==> src/rtl/led_anim_writer.sv <==
// Writer side of the badge LED intensity buffer: once per frame tick, sweeps all
// LED/colour entries over a valid/ready port, then advances the animation state.
module led_anim_writer #(
    parameter int NUM_LEDS   = 11,
    parameter int NUM_COLORS = 3,
    parameter int TICK_DIV   = 65536,
    parameter int STEP       = 4
) (
    input  logic       clk,
    input  logic       rst,
    input  logic       en,
    input  logic [1:0] mode,
    output logic       wr_valid,
    input  logic       wr_ready,
    output logic [3:0] wr_led,
    output logic [1:0] wr_color,
    output logic [7:0] wr_data,
    output logic       busy,
    output logic       frame_done
);

    localparam int CW = $clog2(TICK_DIV);

    localparam logic [1:0] S_WAIT  = 2'd0;
    localparam logic [1:0] S_WRITE = 2'd1;
    localparam logic [1:0] S_DONE  = 2'd2;

    localparam logic [1:0] M_CLEAR   = 2'd0;
    localparam logic [1:0] M_CHASE   = 2'd1;
    localparam logic [1:0] M_BREATHE = 2'd2;
    localparam logic [1:0] M_RAINBOW = 2'd3;

    logic [CW-1:0] cnt_reg;
    logic [1:0]    state_reg;
    logic [1:0]    mode_reg;
    logic [3:0]    led_reg;
    logic [1:0]    color_reg;
    logic [3:0]    pos_reg;
    logic [1:0]    hue_reg;
    logic [7:0]    level_reg;
    logic          dir_down_reg;
    logic [7:0]    phase_reg;

    logic          tick;
    logic          last_entry;
    logic [8:0]    level_up;
    logic [7:0]    level_next;
    logic          dir_down_next;
    logic [7:0]    rainbow_val;
    logic [7:0]    data_val;

    assign tick       = (cnt_reg == CW'(TICK_DIV - 1));
    assign last_entry = (led_reg == 4'(NUM_LEDS - 1)) && (color_reg == 2'(NUM_COLORS - 1));
    assign level_up   = {1'b0, level_reg} + 9'(STEP);

    // Breathe level moves in 9 bits so that overshoot in either direction clamps.
    always_comb begin
        level_next    = level_reg;
        dir_down_next = dir_down_reg;
        if (!dir_down_reg) begin
            if (level_up >= 9'h0FF) begin
                level_next    = 8'hFF;
                dir_down_next = 1'b1;
            end else begin
                level_next = level_up[7:0];
            end
        end else begin
            if ({1'b0, level_reg} <= 9'(STEP)) begin
                level_next    = 8'h00;
                dir_down_next = 1'b0;
            end else begin
                level_next = level_reg - 8'(STEP);
            end
        end
    end

    assign rainbow_val = phase_reg + 8'(led_reg) * 8'd23 + 8'(color_reg) * 8'd85;

    always_comb begin
        data_val = 8'h00;
        case (mode_reg)
            M_CLEAR:   data_val = 8'h00;
            M_CHASE:   data_val = (led_reg == pos_reg && color_reg == hue_reg) ? 8'hFF : 8'h00;
            M_BREATHE: data_val = level_reg;
            M_RAINBOW: data_val = rainbow_val;
            default:   data_val = 8'h00;
        endcase
    end

    // Every output derives from registers only; wr_ready never reaches them combinationally.
    assign wr_valid   = (state_reg == S_WRITE);
    assign busy       = (state_reg != S_WAIT);
    assign frame_done = (state_reg == S_DONE);
    assign wr_led     = led_reg;
    assign wr_color   = color_reg;
    assign wr_data    = wr_valid ? data_val : 8'h00;

    always_ff @(posedge clk or posedge rst) begin
        if (rst) begin
            cnt_reg <= '0;
        end else if (tick) begin
            cnt_reg <= '0;
        end else begin
            cnt_reg <= cnt_reg + 1'b1;
        end
    end

    always_ff @(posedge clk or posedge rst) begin
        if (rst) begin
            state_reg    <= S_WAIT;
            mode_reg     <= M_CLEAR;
            led_reg      <= '0;
            color_reg    <= '0;
            pos_reg      <= '0;
            hue_reg      <= '0;
            level_reg    <= 8'h00;
            dir_down_reg <= 1'b0;
            phase_reg    <= 8'h00;
        end else begin
            case (state_reg)
                S_WAIT: begin
                    if (tick && en) begin
                        mode_reg  <= mode;
                        led_reg   <= '0;
                        color_reg <= '0;
                        state_reg <= S_WRITE;
                    end
                end
                S_WRITE: begin
                    if (wr_ready) begin
                        // Index returns to (0,0) after the last entry so idle outputs read zero.
                        if (last_entry) begin
                            led_reg   <= '0;
                            color_reg <= '0;
                            state_reg <= S_DONE;
                        end else if (color_reg == 2'(NUM_COLORS - 1)) begin
                            color_reg <= '0;
                            led_reg   <= led_reg + 1'b1;
                        end else begin
                            color_reg <= color_reg + 1'b1;
                        end
                    end
                end
                S_DONE: begin
                    state_reg <= S_WAIT;
                    case (mode_reg)
                        M_CHASE: begin
                            if (pos_reg == 4'(NUM_LEDS - 1)) begin
                                pos_reg <= '0;
                                hue_reg <= (hue_reg == 2'(NUM_COLORS - 1)) ? 2'd0 : hue_reg + 1'b1;
                            end else begin
                                pos_reg <= pos_reg + 1'b1;
                            end
                        end
                        M_BREATHE: begin
                            level_reg    <= level_next;
                            dir_down_reg <= dir_down_next;
                        end
                        M_RAINBOW: phase_reg <= phase_reg + 8'(STEP);
                        default: ;
                    endcase
                end
                default: state_reg <= S_WAIT;
            endcase
        end
    end

endmodule

==> config.mk <==
export PLATFORM = sky130hd
export DESIGN_NAME = led_anim_writer
export DESIGN_NICKNAME = d
export VERILOG_FILES = /design/src/rtl/led_anim_writer.sv
export SDC_FILE = /design/constraint.sdc
export NUM_CORES = 1
export LEC_CHECK = 0
export CORE_MARGIN = 2
export CORE_UTILIZATION = 60
export DETAILED_ROUTE_END_ITERATION = 8
export PLACE_DENSITY = 0.89
export RECOVER_POWER = 50
export SLEW_MARGIN = 20
export SYNTH_ARGS = -nofsm -noshare
export SYNTH_HDL_FRONTEND = slang
export SYNTH_SLANG_ARGS = --single-unit
==> constraint.sdc <==
create_clock -name clk -period 12.1 [get_ports clk]
set_clock_uncertainty 0.2 [all_clocks]
set_input_delay 2.42 -clock clk [delete_from_list [all_inputs] [get_ports clk]]
set_output_delay 2.42 -clock clk [all_outputs]
set_load 0.02 [all_outputs]
# ---- Word-level counts from Yosys, hierarchy flattened
# Cells that the tools add are included.
dict set report word_totals {
  regBits 49
  inputBits 6
  word_cells 81
}
dict set report classes {
  n_addsub 10
  n_mul 2
  order_cmp 2
  n_eq_ne 16
  mux 26
  reduce_logical 15
}
# cell count
set ops {}
lappend ops {{$mux 8} 5}
lappend ops {{$pmux 8 s4} 1}
lappend ops {{$mux 4} 5}
lappend ops {{$add 16x1->16 const B} 1}
lappend ops {{$add 8x8->8} 2}
lappend ops {{$eq 16x16->1 const B} 1}
lappend ops {{$mux 16} 1}
lappend ops {{$mux 2} 8}
lappend ops {{$eq 2x2->1 const B} 5}
lappend ops {{$add 8x3->9 const B} 1}
lappend ops {{$ge 9x8->1 const B} 1}
lappend ops {{$reduce_and 3->1} 3}
lappend ops {{$add 4x1->4 const B} 2}
lappend ops {{$add 8x3->8 const B} 1}
lappend ops {{$eq 4x4->1 const B} 2}
lappend ops {{$le 8x3->1 const B} 1}
lappend ops {{$mul 2x7->8 const B} 1}
lappend ops {{$mul 4x5->8 const B} 1}
lappend ops {{$pmux 2 s2} 2}
lappend ops {{$pmux 4 s2} 1}
lappend ops {{$reduce_and 2->1} 4}
lappend ops {{$sub 8x3->8 const B} 1}
lappend ops {{$add 2x1->2 const B} 2}
lappend ops {{$eq 2x1->1 const B} 2}
lappend ops {{10 further kinds} 17}

# ---- Logic depth before layout (Yosys ltp)
# Gate-level depths: netlist (run 1).
dict set report logic_depth {
  word_depth 5
  depth_mapped 14
}

# ---- Worst setup path before layout (run 1)
# Ideal clock, no wire load.
dict set report synth_path {
  path_type {register to output}
  from {register led_reg[3] (netlist: wr_led[3])}
  to {output wr_data[7]}
  t_arrival_ps 4040
  required_time_ps 9480
  path_slack_ps 5440
  path_stages_with_launch 13
  path_cell_list {dfrtp_1 > fa_1 > fa_1 > fa_1 > inv_1 > fa_1 > inv_1 > ha_1 > fa_1 > a21o_1 > a21oi_1 > xnor2_1 > o22ai_1}
}
dict set report synth_via {
  elab_chain_len 5
}
# item line_no
set synth_lines {}
lappend synth_lines {{start: declaration} 36} ;# logic [3:0] led_reg;
lappend synth_lines {{start signal: assignment} 138} ;# led_reg <= led_reg + 1'b1;
lappend synth_lines {{$mul 4x5->8 or $eq 4x4->1 (tied branches)} {77, 83}}
lappend synth_lines {{$add 8x8->8 or $logic_and 1x1->1 (tied branches)} {77, 83}}
lappend synth_lines {{$add 8x8->8 or $mux 8 (tied branches)} {77, 83}}
lappend synth_lines {{$pmux 8 s4 (*)} 81} ;# case (mode_reg)
lappend synth_lines {{$mux 8 (*)} 96} ;# assign wr_data = wr_valid ? data_val : 8'h00;
lappend synth_lines {{end: declaration} 17} ;# output logic [7:0] wr_data,
# Mark *: on every way between the ends. The rest lies on a longest branch, timed or not.

# ---- Worst setup path in the final report (run 1)
dict set report layout_path {
  from {register led_reg[1] (netlist: wr_led[1])}
  to {output wr_data[5]}
}
# The elaborated chain is that of the path after synthesis.

==> Flow_metrics.wiki, run 1 <==
{| class="wikitable"
! Metric !! Value
|-
| Result of the run || finished, violations left
|-
| Violations in the final reports || capacitance limit, slew limit
|-
| Root buffer selected by CTS || sky130_fd_sc_hd__clkbuf_8
|-
| Headroom to the max-slew limit || -0.639
|-
| Gp weighted congestion || between 0.9 and 1
|-
| Placed wire-length estimate || 5440 um
|-
| Post-synth net total || ~400
|-
| Startpoint types || flip-flop
|-
| Cell Int Power || between 0.4 and 0.5 mW
|-
| Most frequent cell after synthesis || sky130_fd_sc_hd__dfrtp_1
|-
| Nets@finish || between 400 and 500
|-
| Overall power consumption || about 0.85 mW
|-
| Synth area leader || sky130_fd_sc_hd__dfrtp_1
|-
| Worst Tran Pin Value || between 2 and 2.5 ns
|-
| Met1 demand-to-capacity share in global routing || 0.322
|-
| Psw || about 0.38 mW
|-
| Number of flip-flops under the largest register name || 16
|-
| Drt first-iter violations || 130
|-
| Leakage power summed over all cells || approximately 1.7 nW
|-
| Most prevalent standard cell on the critical path || sky130_fd_sc_hd__fa_1
|-
| Main area contributors after synthesis || sky130_fd_sc_hd__dfrtp_1 34%, sky130_fd_sc_hd__ha_1 8.4%, sky130_fd_sc_hd__fa_1 8.2%, sky130_fd_sc_hd__xnor2_1 5.1%, sky130_fd_sc_hd__inv_1 4.6%
|-
| Count of mapped cells out of synthesis || 361
|-
| Number of setup buffers added after CTS || 0
|-
| Proportion of synthesized chip area in sequential cells || 0.337
|-
| Average cell area after synthesis || approximately 9.5 sq um
|-
| M3 GR Usage || 0.0452
|-
| Crit path cell chain || fa_1, fa_1, fa_1, inv_1, fa_1, inv_1, ha_1, fa_1, xor2_1, and2_1, o21ai_0, a21oi_1, clkdlybuf4s50_1
|-
| Initial antenna violation count || 0
|-
| Yosys warns || 0
|-
| Number of detailed-routing iterations run before antenna repair || 4
|-
| Antenna diode count || 0
|-
| Data arrival time of the critical path || 4.86 ns
|-
| Synth Flop Type || sky130_fd_sc_hd__dfrtp_1
|-
| P&R area growth vs syn || 10.3%
|-
| Remaining design rule violation count || 0
|-
| Part of the power in the clock network || 0.141
|-
| Clock Pin Slew Worst Setup and Hold Paths || approximately 0.090 ns
|-
| Met2 Use GR || 0.438
|-
| Proportion of layout cells with a drive suffix above 1 || 0.0661
|-
| Shortest clock period the worst path allows after layout || approximately 7.5 ns
|-
| Share of synthesized flip-flops with an asynchronous set or reset || 1.00
|-
| Horizontal die dimension || 79.5 um
|-
| Unique masters post-synth || 52
|-
| Vias || 2,704
|-
| F_max || between 100 and 150 MHz
|-
| Number of buffers inserted during clock tree synthesis || 5
|-
| Net Sw Frac || 0.447
|-
| CTS H-tree lvls || 2
|-
| Post-synthesis register bit count || 46
|-
| Part of the power in registers || 0.227
|-
| Skew-Pair Late Insertion Delay || ~0.31 ns
|-
| Number of maximum-capacitance constraint violations || 1
|-
| Placeable core area || ~5500 sq um
|-
| Effective utilization at floorplan || 0.621
|-
| Required time of the worst setup path || between 9 and 10 ns
|-
| Via/cell ratio || approximately 6
|-
| CTS tree || yes
|-
| Remaining Overflow, GRT || 0
|-
| Most congested layer reported by global routing || met2
|-
| Top fanout value on the critical path || 9
|-
| Largest incremental delay on the critical path || about 0.66 ns
|-
| Placement row count || 27
|-
| Gr usage total || 0.255
|-
| Area of the mapped netlist || 3420 sq um
|-
| Hold buffer count at cts || 0
|-
| Fraction of post-synthesis cell area in the top cell type by area || 0.337
|-
| RSZ-0062 raised after global routing || false
|-
| Number of hold-slack violations in the final timing report || 0
|-
| Sink count of the clock tree || 46
|-
| Number of nets with antenna violations after routing || 0
|-
| Final cell utilization of the core || 0.685
|-
| Input/output buffers || 22
|-
| Power per unit of standard cell area || 225 nW/um^2
|-
| Combinational Power Share || 0.632
|-
| Aggregate negative setup slack || 0 ns
|-
| Final number of setup-violating endpoints || 0
|-
| Slowest stage cell, crit path || sky130_fd_sc_hd__clkdlybuf4s50_1
|-
| DIE AREA || about 6300 sq um
|-
| Final routed wire length divided by cell count || approximately 16 um
|-
| Portion of the clock cycle consumed by the worst path in the final layout || 0.618
|-
| DRT Wirelength || roughly 7400 um
|-
| Worst hold-check path type || reg -> reg
|-
| Height of the chip || 79.5 um
|-
| Crit. End Element || primary output
|-
| Number of top-level design ports || 23
|-
| PostCTS Resize Cnt || 0
|-
| Critical setup path kind || reg -> out
|-
| Most instantiated cells after synthesis || 46 x sky130_fd_sc_hd__dfrtp_1, 42 x sky130_fd_sc_hd__inv_1, 24 x sky130_fd_sc_hd__o21ai_0, 23 x sky130_fd_sc_hd__ha_1, 23 x sky130_fd_sc_hd__nand2_1
|-
| CTS max path bufs || 2
|-
| Number of flops mapped to enable cells by yosys || 0
|-
| Vias in the first global route || about 2,700
|-
| Largest net degree at the start of global routing || 47
|-
| Maximum resistive drop on vdd || roughly 0.00033 V
|-
| Global-route wire length before repair || around 13,000 um
|-
| Fin. max-slew vios || 47
|}
==> per-layer routing <==
metal,part of all wire,routed length [um],vias to the layer above
met5,0,0,-
met3,0.037,269,19
met2,0.51,3740,70
met1,0.43,3170,1358
met4,0.025,182,0
li1,-,-,1257
==> power groups by stage <==
stage,logic (mW),clock network [mW],registers [mW]
after CTS,0.540,0.120,0.192
final,0.535,0.120,0.192
after floorplan,0.400,0,0.196
after global placement,0.501,0,0.193
after global routing,0.609,0.126,0.195
after detailed placement,0.534,0,0.194
==> layout make-up <==
cell class	count	area (sq um)
fill	416	1740
multi-input combinational	259	2030
clock buffer	5	68.8
tap	72	90.1
sequential	46	1150
clock inverter	3	43.8
timing repair buffer	23	224
inverter	42	158
==> through the flow <==
stage | cells | cell area (sq um) | hold slack [ns] | worst slack [ns]
finish | 450 | 3770 | 0.294 | 4.62
global route | 450 | 3770 | 0.307 | 4.46
CTS | 450 | 3780 | 0.301 | 4.64
detailed placement | 442 | 3670 | 0.283 | 4.98
global placement | 442 | 3670 | 0.271 | 5.08
floorplan | 361 | 3420 | 0.251 | 5.44
==> layout by cell type (no fill, tap or decap), drive strengths merged, types with 3 or more instances in the layout <==
cell type,netlist,routed
o22ai,3,3
ha,23,23
inv,42,42
nand3,10,10
nor4,5,5
clkdlybuf4s50,0,20
nor3,8,8
clkbuf,10,6
nand3b,6,6
nand2,24,24
nor2,22,22
nand2b,3,3
and2,6,6
o211ai,3,3
o21ai,25,25
fa,14,14
a31oi,7,7
and3,5,5
nor2b,8,8
a21oi,12,12
xor2,15,15
xnor2,20,20
nand4,7,7
mux2,7,7
dfrtp,46,46
==> worst paths after layout <==
path	slack, ns	cells after the start	start	to
min reg2reg	0.29	1	phase_reg[7]	phase_reg[7]
max reg2reg	9.52	6	cnt_reg[0]	mode_reg[0]
min	0.29	1	phase_reg[7]	phase_reg[7]
min in group asynchronous	3.27	3	rst	cnt_reg[5]
max in group asynchronous	7.04	3	rst	phase_reg[2]
max	4.62	13	wr_led[1]	wr_data[5]
==> kinds of logic (layout without fill, tap and decap cells) <==
family          Yosys count  count (layout)  synth area share
flops                    46              46             0.337
xor+xnor                 35              35            0.0897
simple gates            113             113             0.194
buf+inv                  56              73            0.0648
fa+ha+maj                37              37             0.166
mux                       9               9            0.0311
compound gates           65              65             0.117
==> critical path: cells and delay by family, from the launching register on <==
kind | cells | cell delay, ns
buffers and inverters | 3 | 0.76
and+or+nand+nor | 1 | 0.14
AOI/OAI and AO/OA | 2 | 0.27
xor gates and xnor gates | 1 | 0.14
adders and majority gates | 6 | 2.71
DFF | 1 | 0.53
Power figures use the tool's default switching activity.
==> run 2, diff against run 1 <==
CORE_UTILIZATION = 54   (was 60)
PLACE_DENSITY = 0.85   (was 0.89)
clock period = 6.8 ns   (was 12.1 ns; I/O delays follow)
==> run 2 against run 1 <==
Against the previous run: the flow still finishes with violations (capacitance limit, slew limit); via count is 4.4% lower; worst hold slack lost 0.0075 ns; clock power increased by 41%; worst setup slack got worse by 4.2 ns; utilization decreased by 6.4 points.
==> Flow_metrics.wiki, run 2 (synthesis gave the netlist of run 1 again) <==
{| class="wikitable"
! Metric !! Value
|-
| Result of the run || finished, violations left
|-
| Violations in the final reports || capacitance limit, slew limit
|-
| Vias in the first global route || 2,564 (-4.4%)
|-
| Slowest stage cell, crit path || sky130_fd_sc_hd__clkdlybuf4s50_1
|-
| Gp weighted congestion || 0.897 (-1.3%)
|-
| Placeable core area || 6030 sq um (+9.4%)
|-
| Headroom to the max-slew limit || -0.356 (+0.283)
|-
| Number of buffers inserted during clock tree synthesis || 5 (unchanged)
|-
| Portion of the clock cycle consumed by the worst path in the final layout || 0.934
|-
| Effective utilization at floorplan || 0.567 (-0.0535)
|-
| Fin. max-slew vios || 47 (unchanged)
|-
| DRT Wirelength || 6620 um (-10%)
|-
| Worst Tran Pin Value || 2.02 ns (-0.436 ns)
|-
| Most prevalent standard cell on the critical path || sky130_fd_sc_hd__fa_1
|-
| Highest-count cells in the layout ignoring fill and taps || 46 x sky130_fd_sc_hd__dfrtp_1, 41 x sky130_fd_sc_hd__inv_1, 24 x sky130_fd_sc_hd__nand2_1, 24 x sky130_fd_sc_hd__o21ai_0, 23 x sky130_fd_sc_hd__ha_1
|-
| Crit path cell chain || fa_1, fa_1, fa_1, inv_1, fa_1, inv_1, ha_1, fa_1, a21o_1, a21oi_1, xnor2_1, o22ai_1, clkdlybuf4s50_1
|-
| Launching point of the worst reg2reg path || cnt_reg[0]
|-
| Largest net degree at the start of global routing || 47 (unchanged)
|-
| Global-route wire length before repair || 11,500 um (-8.1%)
|-
| Hold buffer count at cts || 0 (unchanged)
|-
| Buffers plus inverters on the worst setup path || 3 (unchanged)
|-
| Input/output buffers || 22 (unchanged)
|-
| Clock Pin Slew Worst Setup and Hold Paths || 0.09 ns (about the same)
|-
| Critical setup path kind || reg -> out
|-
| Via/cell ratio || 5.72 (-4.8%)
|-
| Fill cells || 489 (+18%)
|-
| Largest incremental delay on the critical path || 0.62 ns (-0.04 ns)
|-
| Worst reg2reg path depth || 6 (unchanged)
|-
| Startpoint types || flip-flop
|-
| Final number of setup-violating endpoints || 0 (unchanged)
|-
| Drt first-iter violations || 161 (+24%)
|-
| F_max || 158 MHz
|-
| Sink count of the clock tree || 46 (unchanged)
|-
| Proportion of layout cells with a drive suffix above 1 || 0.0637 (-0.00248)
|-
| Most common cell after layout, fill and taps aside || sky130_fd_sc_hd__dfrtp_1
|-
| Required time of the worst setup path || 5.24 ns (-4.24 ns)
|-
| Maximum resistive drop on vdd || 0.000432 V (+29%)
|-
| Leakage power summed over all cells || 1.68 nW (-1.8%)
|-
| Vias || 2,585 (-4.4%)
|-
| Top fanout value on the critical path || 9 (unchanged)
|-
| Number of hold-slack violations in the final timing report || 0 (unchanged)
|-
| Final routed wire length divided by cell count || 14.6 um (-11%)
|-
| RR Endpoint || mode_reg[1]
|-
| Nets@finish || 419 (-0.24%)
|-
| Remaining Overflow, GRT || 0 (unchanged)
|-
| CP Depth || 13 (unchanged)
|-
| CP startpoint || wr_led[1]
|-
| Worst path top cell family by delay || adder cells
|-
| Antenna diode count || 0 (unchanged)
|-
| CTS max path bufs || 2 (unchanged)
|-
| CTS tree || yes
|-
| Skew-Pair Late Insertion Delay || 0.30 ns (about the same)
|-
| Data arrival time of the critical path || 4.79 ns (-0.07 ns)
|-
| Worst hold-check slack || 0.286 ns (-0.00755 ns)
|-
| DIE AREA || 6980 sq um (+11%)
|-
| Register-to-Register Setup Slack || 4.23 ns (-5.29 ns)
|-
| Placed wire-length estimate || 4920 um (-9.4%)
|-
| Remaining design rule violation count || 0 (unchanged)
|-
| Shortest clock period the worst path allows after layout || roughly 6.3 ns
|-
| Number of nets with antenna violations after routing || 0 (unchanged)
|-
| RSZ-0062 raised after global routing || false
|-
| Aggregate negative setup slack || 0 ns (unchanged)
|-
| Number of maximum-capacitance constraint violations || 1 (unchanged)
|-
| Worst hold-check path type || reg -> reg
|-
| PostCTS Resize Cnt || 0 (unchanged)
|-
| End point of the critical path || wr_data[7]
|-
| Number of detailed-routing iterations run before antenna repair || 4 (unchanged)
|-
| Placement row count || 28 (+3.7%)
|-
| Number of setup buffers added after CTS || 0 (unchanged)
|-
| Gr usage total || 0.200 (-0.0554)
|-
| Number of top-level design ports || 23 (unchanged)
|-
| Horizontal die dimension || 83.6 um (+5.1%)
|-
| Crit. End Element || primary output
|-
| P&R area growth vs syn || 9.33%
|-
| CTS H-tree lvls || 2 (unchanged)
|-
| Number of flip-flops under the largest register name || 16 (unchanged)
|-
| Height of the chip || 83.6 um (+5.1%)
|-
| Root buffer selected by CTS || sky130_fd_sc_hd__clkbuf_8
|-
| Initial antenna violation count || 0 (unchanged)
|-
| Power per unit of standard cell area || 383 nW/um^2 (+71%)
|-
| Final cell utilization of the core || 0.620 (-0.0644)
|}
run 2: final cells by class:
class	instances	area, sq um	share of cell area
multi-input combinational	259	2030	0.542
sequential	46	1150	0.308
timing repair buffer	22	220	0.0589
inverter	42	159	0.0425
tap	75	93.8	0.0251
clock buffer	6	72.6	0.0194
clock inverter	2	13.8	0.00368
run 2: through the flow:
stage / worst slack, ns / power, mW / cell area [sq um] / instances
after floorplan: 1.20 / 1.06 / 3420 / 361
after global placement: 0.831 / 1.23 / 3670 / 444
after detailed placement: 0.772 / 1.27 / 3670 / 444
after CTS: 0.420 / 1.45 / 3750 / 452
after global routing: 0.216 / 1.61 / 3740 / 452
final: 0.452 / 1.43 / 3740 / 452
run 2: report_power, final:
part	leakage (nW)	switching, mW	internal, mW
logic	1.03	0.498	0.424
registers	0.611	0.0493	0.292
clock network	0.0452	0.0959	0.0727
run 2: worst min path at each step:
stage | cells after the start | from | slack (ns) | endpoint
2_1_floorplan | 1 | cnt_reg[0] | 0.25 | cnt_reg[0]
3_3_place_gp | 1 | cnt_reg[0] | 0.27 | cnt_reg[0]
3_5_place_dp | 1 | cnt_reg[0] | 0.28 | cnt_reg[0]
4_1_cts | 1 | cnt_reg[0] | 0.29 | cnt_reg[0]
5_1_grt | 1 | cnt_reg[0] | 0.30 | cnt_reg[0]
6_report | 1 | cnt_reg[0] | 0.29 | cnt_reg[0]
run 2: layer usage:
layer	track usage	up-vias	wire length (um)	share of wire
met5	0	-	0	0
met4	0.0499	0	69	0.010
met3	0.0386	8	219	0.033
met2	0.353	49	3300	0.50
met1	0.252	1272	3030	0.46
li1	-	1256	-	-
==> run 3, diff against run 2 <==
CELL_PAD_IN_SITES_DETAIL_PLACEMENT = 2   (was not set)
CELL_PAD_IN_SITES_GLOBAL_PLACEMENT = 2   (was not set)
CORE_UTILIZATION = 34   (was 54)
CTS_CLUSTER_SIZE = 40   (was not set)
PLACE_DENSITY = 0.84   (was 0.85)
==> run 3 against run 2 <==
Against the previous run: the flow still finishes with violations (capacitance limit, slew limit); first-iteration DRC count fell by 71%; via count rose by 2.1%; sequential share of layout area fell by 0.70 points; final area rose by 2.3%; sequential power barely moved; critical path depth did not move; global-route usage fell by 2.5 points; die area rose by 56%; largest cell class unchanged.
==> Flow_metrics.wiki, run 3 (synthesis gave the netlist of run 1 again) <==
{| class="wikitable"
! Metric !! Value
|-
| RR Endpoint || mode_reg[0]
|-
| Number of setup buffers added after CTS || 0 (unchanged)
|-
| Register-to-Register Setup Slack || 4.26 ns (+0.03 ns)
|-
| Number of buffers inserted during clock tree synthesis || 5 (unchanged)
|-
| Multi-input gate area || 2030 sq um (+0.37%)
|-
| Final number of setup-violating endpoints || 0 (unchanged)
|-
| Part of the power in registers || 0.224 (-0.014)
|-
| Proportion of layout cells with a drive suffix above 1 || 0.0690 (+0.00531)
|-
| DIE AREA || 10,900 sq um (+56%)
|-
| Nets@finish || 419 (unchanged)
|-
| Drt first-iter violations || 46 (-71%)
|-
| Crit. End Element || primary output
|-
| Violations in the final reports || capacitance limit, slew limit
|-
| Psw || 0.715 mW (+11%)
|-
| Aggregate negative setup slack || 0 ns (unchanged)
|-
| Antenna diode count || 0 (unchanged)
|-
| DRT Wirelength || 8850 um (+34%)
|-
| Critical setup path kind || reg -> out
|-
| Number of maximum-capacitance constraint violations || 1 (unchanged)
|-
| Input/output buffers || 22 (unchanged)
|-
| Top fanout value on the critical path || 9 (unchanged)
|-
| Worst hold-check path type || reg -> reg
|-
| PostCTS Resize Cnt || 0 (unchanged)
|-
| Clock Pin Slew Worst Setup and Hold Paths || 0.10 ns (about the same)
|-
| Number of stages on the worst hold path || 1 (unchanged)
|-
| Footprint of the flip-flops and latches || 1150 sq um (unchanged)
|-
| Cell Int Power || 0.813 mW (+3.1%)
|-
| Skew-Pair Late Insertion Delay || 0.31 ns (about the same)
|-
| Gr usage total || 0.175 (-0.0246)
|-
| Root buffer selected by CTS || sky130_fd_sc_hd__clkbuf_8
|-
| Number of hold-slack violations in the final timing report || 0 (unchanged)
|-
| Combinational Power Share || 0.659 (+0.015)
|-
| Number of top-level design ports || 23 (unchanged)
|-
| Net Sw Frac || 0.468 (+0.0188)
|-
| Shortest clock period the worst path allows after layout || 6.50 ns (+0.151 ns)
|-
| Result of the run || finished, violations left
|-
| Data arrival time of the critical path || 4.94 ns (+0.15 ns)
|-
| Power per unit of standard cell area || 400 nW/um^2 (+4.3%)
|-
| Vias || 2,640 (+2.1%)
|-
| Startpoint types || flip-flop
|-
| F_max || 154 MHz (-2.3%)
|-
| CTS H-tree lvls || 2 (unchanged)
|-
| Worst hold-check slack || 0.306 ns (+0.0201 ns)
|-
| Number of flip-flops under the largest register name || 16 (unchanged)
|-
| RSZ-0062 raised after global routing || false
|-
| Headroom to the max-slew limit || -0.480 (-0.124)
|-
| Number of nets with antenna violations after routing || 0 (unchanged)
|-
| Portion of the clock cycle consumed by the worst path in the final layout || 0.956 (+0.0223)
|-
| Fin. max-slew vios || 47 (unchanged)
|-
| Placed wire-length estimate || 6780 um (+38%)
|-
| Launching point of the worst reg2reg path || cnt_reg[0]
|-
| Required time of the worst setup path || 5.24 ns (about the same)
|-
| Start point of the worst min-delay path || cnt_reg[0]
|-
| CTS max path bufs || 2 (unchanged)
|-
| Remaining design rule violation count || 0 (unchanged)
|-
| CTS tree || yes
|-
| Initial antenna violation count || 0 (unchanged)
|-
| Effective utilization at floorplan || 0.350 (-0.218)
|-
| P&R area growth vs syn || 11.9%
|-
| Highest-count cells in the layout ignoring fill and taps || 46 x sky130_fd_sc_hd__dfrtp_1, 41 x sky130_fd_sc_hd__inv_1, 24 x sky130_fd_sc_hd__o21ai_0
|-
| Worst reg2reg path depth || 6 (unchanged)
|-
| Via/cell ratio || 5.18 (-9.5%)
|-
| Placeable core area || 9770 sq um (+62%)
|-
| Most common cell after layout, fill and taps aside || sky130_fd_sc_hd__dfrtp_1
|-
| Vias in the first global route || 3,009 (+17%)
|-
| Leakage power summed over all cells || 1.69 nW (+0.67%)
|-
| Final routed wire length divided by cell count || 17.3 um (+19%)
|-
| Global-route wire length before repair || 15,400 um (+33%)
|-
| Part of the power in the clock network || 0.117 (about the same)
|-
| Number of detailed-routing iterations run before antenna repair || 4 (unchanged)
|-
| Fill cells || 1,071 (+120%)
|-
| Remaining Overflow, GRT || 0 (unchanged)
|-
| Horizontal die dimension || 104 um (+25%)
|-
| Hold buffer count at cts || 0 (unchanged)
|-
| Largest net degree at the start of global routing || 47 (unchanged)
|-
| Maximum resistive drop on vdd || 0.000268 V (-38%)
|-
| Sink count of the clock tree || 46 (unchanged)
|-
| Endpoint, Worst Hold || cnt_reg[0]
|-
| Worst Tran Pin Value || 2.21 ns (+0.185 ns)
|-
| Height of the chip || 104 um (+25%)
|-
| Gp weighted congestion || 0.773 (-14%)
|-
| Placement row count || 36 (+29%)
|}
-- run 3: cell count changes in the layout (fill, tap and decap cells not counted) --
cell	previous run	this run
sky130_fd_sc_hd__clkinv_4	1	0
sky130_fd_sc_hd__nand2_1	24	23
sky130_fd_sc_hd__clkinv_2	1	0
sky130_fd_sc_hd__inv_6	0	1
sky130_fd_sc_hd__clkinvlp_4	0	2
sky130_fd_sc_hd__clkbuf_1	1	0
sky130_fd_sc_hd__nand2_4	0	1
-- run 3: stage by stage --
stage | power [mW] | area [sq um] | util | cells | worst slack [ns]
final | 1.53 | 3820 | 0.391 | 510 | 0.301
after detailed placement | 1.35 | 3740 | 0.383 | 502 | 0.712
after global routing | 1.70 | 3820 | 0.391 | 510 | 0.0574
after CTS | 1.57 | 3830 | 0.392 | 510 | 0.244
after floorplan | 1.06 | 3420 | - | 361 | 1.20
after global placement | 1.29 | 3740 | 0.383 | 502 | 0.781
-- run 3: layout make-up --
cell class / count / share of cell area
clock inverter: 3 / 0.00622
clock buffer: 5 / 0.0180
tap: 133 / 0.0435
timing repair buffer: 22 / 0.0576
inverter: 42 / 0.0416
multi-input combinational: 259 / 0.532
sequential: 46 / 0.301
-- run 3: per-layer routing --
metal / vias to the layer above / part of all wire / GRT usage
met1: 1357 / 0.45 / 0.220
met4: 0 / 0.017 / 0.0531
li1: 1252 / - / -
met5: - / 0 / 0
met3: 11 / 0.015 / 0.0226
met2: 20 / 0.52 / 0.311
-- run 3: power groups by stage --
stage	clock [mW]	combinational [mW]	sequential, mW
2_1_floorplan	0	0.713	0.348
3_3_place_gp	0	0.945	0.347
3_5_place_dp	0	1.00	0.350
4_1_cts	0.187	1.04	0.345
5_1_grt	0.198	1.15	0.351
6_report	0.179	1.01	0.343
-- run 3: worst max path at each step --
stage	from	endpoint	slack, ns	cells past startpoint
2_1_floorplan	wr_led[3]	wr_data[7]	1.20	12
3_3_place_gp	wr_led[1]	wr_data[7]	0.78	13
3_5_place_dp	wr_led[1]	wr_data[7]	0.71	13
4_1_cts	wr_led[3]	wr_data[7]	0.24	13
5_1_grt	wr_led[3]	wr_data[7]	0.06	13
6_report	wr_led[1]	wr_data[7]	0.30	13
-- run 3: critical path: stages (launching register included) --
cell	delay, ns
sky130_fd_sc_hd__dfrtp_1	0.52
sky130_fd_sc_hd__fa_1	0.61
sky130_fd_sc_hd__fa_1	0.47
sky130_fd_sc_hd__fa_1	0.56
sky130_fd_sc_hd__inv_1	0.06
sky130_fd_sc_hd__fa_1	0.50
sky130_fd_sc_hd__inv_1	0.05
sky130_fd_sc_hd__ha_1	0.22
sky130_fd_sc_hd__fa_1	0.41
sky130_fd_sc_hd__a21o_1	0.20
sky130_fd_sc_hd__a21oi_1	0.17
sky130_fd_sc_hd__xnor2_1	0.08
sky130_fd_sc_hd__o22ai_1	0.14
sky130_fd_sc_hd__clkdlybuf4s50_1	0.63
